File: src/rtl/game_disp_pkg.sv
// Shared constants, FSM encoding and helpers for the game time display.
// Segment patterns are active-low {g..a}.
package game_disp_pkg;

  localparam int CNT_W  = 10;
  localparam int DIGITS = 4;
  localparam int BCD_W  = 4 * DIGITS;
  localparam int SH_W   = BCD_W + CNT_W;

  localparam logic [3:0] ITER_LAST = 4'(CNT_W - 1);

  localparam logic [6:0] SEG_BLANK = 7'h7F;

  localparam logic [6:0] SEG_DIGIT [0:9] = '{
    7'b1000000, 7'b1111001, 7'b0100100, 7'b0110000, 7'b0011001,
    7'b0010010, 7'b0000010, 7'b1111000, 7'b0000000, 7'b0010000
  };

  typedef enum logic [1:0] {
    IDLE = 2'd0,
    CONV = 2'd1,
    DONE = 2'd2
  } state_t;

  function automatic logic [6:0] seg(input logic [3:0] d);
    if (d > 4'd9) return SEG_BLANK;
    return SEG_DIGIT[d];
  endfunction

  // One double-dabble step: correct every BCD nibble, then shift.
  function automatic logic [SH_W-1:0] dd_step(
    input logic [SH_W-1:0] s
  );
    logic [SH_W-1:0] t;
    t = s;
    for (int i = 0; i < DIGITS; i++) begin
      if (t[CNT_W+4*i +: 4] >= 4'd5)
        t[CNT_W+4*i +: 4] = t[CNT_W+4*i +: 4] + 4'd3;
    end
    return t << 1;
  endfunction

endpackage

File: src/rtl/game_time_display_bin2bcd_seq.sv
// Sequential shift-add-3 binary to BCD engine.
// One shift per clock; result valid while done is high.
module bin2bcd_seq
  import game_disp_pkg::*;
(
  input  logic             clk,
  input  logic             rst,
  input  logic             start,
  input  logic [CNT_W-1:0] din,
  output logic             busy,
  output logic             done,
  output logic [BCD_W-1:0] bcd
);

  state_t            state;
  state_t            state_nxt;
  logic [SH_W-1:0]   shreg;
  logic [3:0]        iter;

  always_ff @(posedge clk or posedge rst) begin
    if (rst) state <= IDLE;
    else     state <= state_nxt;
  end

  always_comb begin
    state_nxt = state;
    unique case (state)
      IDLE: if (start) state_nxt = CONV;
      CONV: if (iter == ITER_LAST) state_nxt = DONE;
      DONE: state_nxt = IDLE;
      default: state_nxt = IDLE;
    endcase
  end

  always_comb begin
    done = (state == DONE);
    bcd  = shreg[SH_W-1 -: BCD_W];
  end

  always_ff @(posedge clk or posedge rst) begin
    if (rst) begin
      shreg <= '0;
      iter  <= '0;
      busy  <= 1'b0;
    end else begin
      unique case (state)
        IDLE: begin
          if (start) begin
            shreg <= {{BCD_W{1'b0}}, din};
            iter  <= '0;
            busy  <= 1'b1;
          end
        end
        CONV: begin
          shreg <= dd_step(shreg);
          iter  <= iter + 4'd1;
        end
        DONE: busy <= 1'b0;
        default: busy <= 1'b0;
      endcase
    end
  end

endmodule

File: src/rtl/game_time_display.sv
// Game clock display "SSS.T" on four 7-segment digits.
// Define LEADING_ZERO_BLANK_EN to blank leading zeros on HEX3/HEX2.
module game_time_display
  import game_disp_pkg::*;
(
  input  logic             CLOCK10M,
  input  logic             KEY0,
  input  logic [CNT_W-1:0] count_in,
  output logic [BCD_W-1:0] bcd_out,
  output logic [6:0]       HEX0,
  output logic [6:0]       HEX1,
  output logic [6:0]       HEX2,
  output logic [6:0]       HEX3,
  output logic             HEX1_DP,
  output logic             busy,
  output logic             valid
);

`ifdef LEADING_ZERO_BLANK_EN
  localparam logic [6:0] HEX_HI_RST = SEG_BLANK;
`else
  localparam logic [6:0] HEX_HI_RST = SEG_DIGIT[0];
`endif

  logic [CNT_W-1:0] last_cnt;
  logic             start;
  logic             eng_done;
  logic [BCD_W-1:0] eng_bcd;
  logic [6:0]       h0_nxt;
  logic [6:0]       h1_nxt;
  logic [6:0]       h2_nxt;
  logic [6:0]       h3_nxt;

  // busy stays high through DONE, so start only fires from IDLE
  assign start   = !busy && (count_in != last_cnt);
  assign HEX1_DP = 1'b0;

  bin2bcd_seq u_b2b (
    .clk   (CLOCK10M),
    .rst   (KEY0),
    .start (start),
    .din   (count_in),
    .busy  (busy),
    .done  (eng_done),
    .bcd   (eng_bcd)
  );

  always_comb begin
    h0_nxt = seg(eng_bcd[3:0]);
    h1_nxt = seg(eng_bcd[7:4]);
    h2_nxt = seg(eng_bcd[11:8]);
    h3_nxt = seg(eng_bcd[15:12]);
`ifdef LEADING_ZERO_BLANK_EN
    if (eng_bcd[15:12] == 4'd0) h3_nxt = SEG_BLANK;
    if (eng_bcd[15:8] == 8'd0)  h2_nxt = SEG_BLANK;
`endif
  end

  always_ff @(posedge CLOCK10M or posedge KEY0) begin
    if (KEY0) begin
      last_cnt <= '0;
      bcd_out  <= '0;
      HEX0     <= SEG_DIGIT[0];
      HEX1     <= SEG_DIGIT[0];
      HEX2     <= HEX_HI_RST;
      HEX3     <= HEX_HI_RST;
      valid    <= 1'b0;
    end else begin
      valid <= eng_done;
      if (start) last_cnt <= count_in;
      if (eng_done) begin
        bcd_out <= eng_bcd;
        HEX0    <= h0_nxt;
        HEX1    <= h1_nxt;
        HEX2    <= h2_nxt;
        HEX3    <= h3_nxt;
      end
    end
  end

endmodule

File: config.mk
export PLATFORM = sky130hd
export DESIGN_NAME = game_time_display
export DESIGN_NICKNAME = d
export VERILOG_FILES = /design/src/rtl/game_disp_pkg.sv /design/src/rtl/game_time_display_bin2bcd_seq.sv /design/src/rtl/game_time_display.sv
export SDC_FILE = /design/constraint.sdc
export NUM_CORES = 1
export LEC_CHECK = 0
export ABC_AREA = 1
export CAP_MARGIN = 10
export CORE_ASPECT_RATIO = 0.9
export CORE_MARGIN = 3
export CORE_UTILIZATION = 30
export DETAILED_ROUTE_END_ITERATION = 7
export PLACE_DENSITY = 0.58
export SYNTH_ARGS = -nofsm -noshare
export SYNTH_HDL_FRONTEND = slang
export SYNTH_SLANG_ARGS = --single-unit
File: constraint.sdc
create_clock -name CLOCK10M -period 3.3 [get_ports CLOCK10M]
set_clock_uncertainty 0.2 [all_clocks]
set_input_delay 0.33 -clock CLOCK10M [delete_from_list [all_inputs] [get_ports CLOCK10M]]
set_output_delay 0.33 -clock CLOCK10M [all_outputs]
set_load 0.1 [all_outputs]
==> results.sh <==
export IMPL_synth_seq_cells=88
export IMPL_worstPathRequired_ps=2770
export IMPL_clk_pin_slew_ps=70
export IMPL_grt_pass1_vias=3551
export IMPL_overflow=0
export IMPL_yosys_area_top_type_share=0.458
export IMPL_avgSynthCellArea_um2=8.52
export IMPL_routabilityCongestion=0.824
export IMPL_timing_final_crit_period_ps=2390
export IMPL_die_w_um=136
export IMPL_worstPathArrival_ps=1860
export IMPL_cp_start_kind="flop"
export IMPL_ant_nets=0
export IMPL_syn_area_um2=4590
export IMPL_slew_viol_final=0
export IMPL_crit_end="HEX0[1]"
export IMPL_synth_compound_area_frac=0.132
export IMPL_crit_fanout=2
export IMPL_grt_max_degree=89
export IMPL_worstSetupPathDepth=1
export IMPL_wl_per_cell_um=12.4
export IMPL_synth_ff_type="dfrtp_1"
export IMPL_drc=0
export IMPL_endpoint_kind="output port"
export IMPL_synth_top_family_by_area="simple AND/OR/NAND/NOR gates"
export IMPL_fin_crit_sh=0.724
export IMPL_clockRootBuffer="clkbuf_16"
export IMPL_synth_cells=539
export IMPL_final_cell_mix="nand2_1, dfrtp_1, o21ai_0, clkdlybuf4s50_1, inv_1"
export IMPL_outcome="finished, final reports clean"
export IMPL_grt_busiest_layer="met2"
export IMPL_drt_iter0_markers=405
export IMPL_yosysUniqueCellTypes=34
export IMPL_synth_simple_area_share=0.232
export IMPL_synth_xor_area_share=0.0134
export IMPL_max_freq_mhz=418
export IMPL_startpoint="HEX0[1]"
export IMPL_slew_headroom=0.342
export IMPL_cts_setup_buffers=0
export IMPL_track_usage=0.126
export IMPL_post_route_cells_drive_above_1_share=0.110
export IMPL_clock_sinks=88
export IMPL_routed_via_density=4.67
export IMPL_wl_um=9780
export IMPL_htree_levels=3
export IMPL_cts_tree="done"
export IMPL_synthArstFlopShare=1.00
export IMPL_synth_top_cell_by_area="dfrtp_1"
export IMPL_hold_class="in2async"
export IMPL_synth_edff_count=0
export IMPL_rr_worst_depth=8
export IMPL_yosysWarnings=0
export IMPL_n_antenna_cell=0
export IMPL_insertion_delay_ps=340
export IMPL_rows=42
export IMPL_ioPinCount=59
export IMPL_vias=3682
export IMPL_seq_area_frac_synth=0.481
export IMPL_setup_viol=0
export IMPL_finalHoldViolCount=0
export IMPL_place_hpwl_um=6830
export IMPL_tightest_slew_ps=983
export IMPL_crit_buf_inv=1
export IMPL_ys_top_cells_by_area="dfrtp_1, nand2_1, o21ai_0, ha_1, nand3_2"
export IMPL_setup_tns_ps=0
export IMPL_area_delta_synth_final_pct=21.5
export IMPL_dieArea_um2=16800
export IMPL_use_met2=0.194
export IMPL_syn_num_nets=573
export IMPL_grtUsageMet1=0.171
export IMPL_portBuffers=57
export IMPL_final_common_cell="nand2_1"
export IMPL_cp_slowest_cell="clkdlybuf4s50_1"
export IMPL_grt_pass1_wl_um=17100
export IMPL_r2r_start="u_b2b.shreg[14]"
export IMPL_synthMuxAreaShare=0
export IMPL_fin_nets=621
export IMPL_rr_endpoint="HEX1[3]"
export IMPL_antenna_found_initial=0
export IMPL_grt_util_met3=0.0370
export IMPL_ff2ff_setup_slack_ps=1300
export IMPL_core_area_um2=14800
export IMPL_cts_made_buffers=9
export IMPL_critPathTopFamily="buffers and inverters"
export IMPL_dr_pass1_iters=5
export IMPL_clockBufferDepth=2
export IMPL_cpPeakStageDelay_ps=1150
export IMPL_nFillCells=1500
export IMPL_synthAdderAreaFrac=0.0600
export IMPL_rsz0062_at_grt="no"
export IMPL_cp_cell_sequence="clkdlybuf4s50_1"
export IMPL_fp_dieH_um=123
export IMPL_start_util=0.310
export IMPL_ctsHoldBuffers=0
export IMPL_maxCapViolations=0
export IMPL_cts_resized=0
export IMPL_critPathKind="reg2out"
==> state kept, by name, indices dropped and copies added, names as in the netlist, 4 cells and up <==
register,cells
HEX0,7
HEX1,7
HEX2,7
HEX3,7
bcd_out,16
last_cnt,10
u_b2b.iter,4
u_b2b.shreg,26
==> synth_stat cells, drive strengths merged, types with 5 or more instances <==
cell type and number:
nor2 33, a21oi 22, or2 5, nand3 44, ha 22, o21ai 63, buf 21, dfrtp 84
inv 55, a31oi 6, nand2 146, o211ai 7
==> cell families after synthesis <==
kind of cell	Yosys count
flip-flops	88
adder cells (fa/ha/maj)	22
AND/OR/NAND/NOR	232
buffers and inverters	80
XOR/XNOR	7
other	1
AO/OA/AOI/OAI	109
==> metrics by stage <==
stage          hold slack (ps)  worst slack (ps)   util  area (um^2)  cells
2_1_floorplan              250               498      -         4590    539
3_3_place_gp               263               962  0.356         5280    774
3_5_place_dp               270               918  0.356         5280    774
4_1_cts                    232               874  0.376         5580    789
5_1_grt                    270               848  0.376         5580    789
6_report                   199               910  0.376         5580    789
==> worst min path at each step <==
stage | startpoint | endpoint | slack, ps | cells after the start
2_1_floorplan | u_b2b.shreg[9] | u_b2b.shreg[10] | 250 | 2
3_3_place_gp | HEX3[0] | HEX3[0] | 260 | 2
3_5_place_dp | HEX3[4] | HEX3[4] | 270 | 2
4_1_cts | KEY0 | last_cnt[4] | 230 | 3
5_1_grt | KEY0 | last_cnt[4] | 270 | 3
6_report | KEY0 | HEX2[3] | 200 | 3
==> area by class of cell <==
class / instances / area, um^2 / area share
Clock inverter: 4 / 53.8 / 0.00965
Tap cell: 198 / 248 / 0.0444
Timing Repair Buffer: 62 / 603 / 0.108
Clock buffer: 11 / 243 / 0.0435
Multi-Input combinational cell: 371 / 2010 / 0.361
Inverter: 55 / 208 / 0.0372
Sequential cell: 88 / 2210 / 0.396
==> layer usage <==
metal / share of wire / wire, um
met3: 0.057 / 561
met1: 0.48 / 4710
met2: 0.45 / 4400
met5: 0 / 0
met4: 0.012 / 117
Power is not shown: default switching activity piles up to over one toggle a cycle in this logic, so the estimate is an artifact.
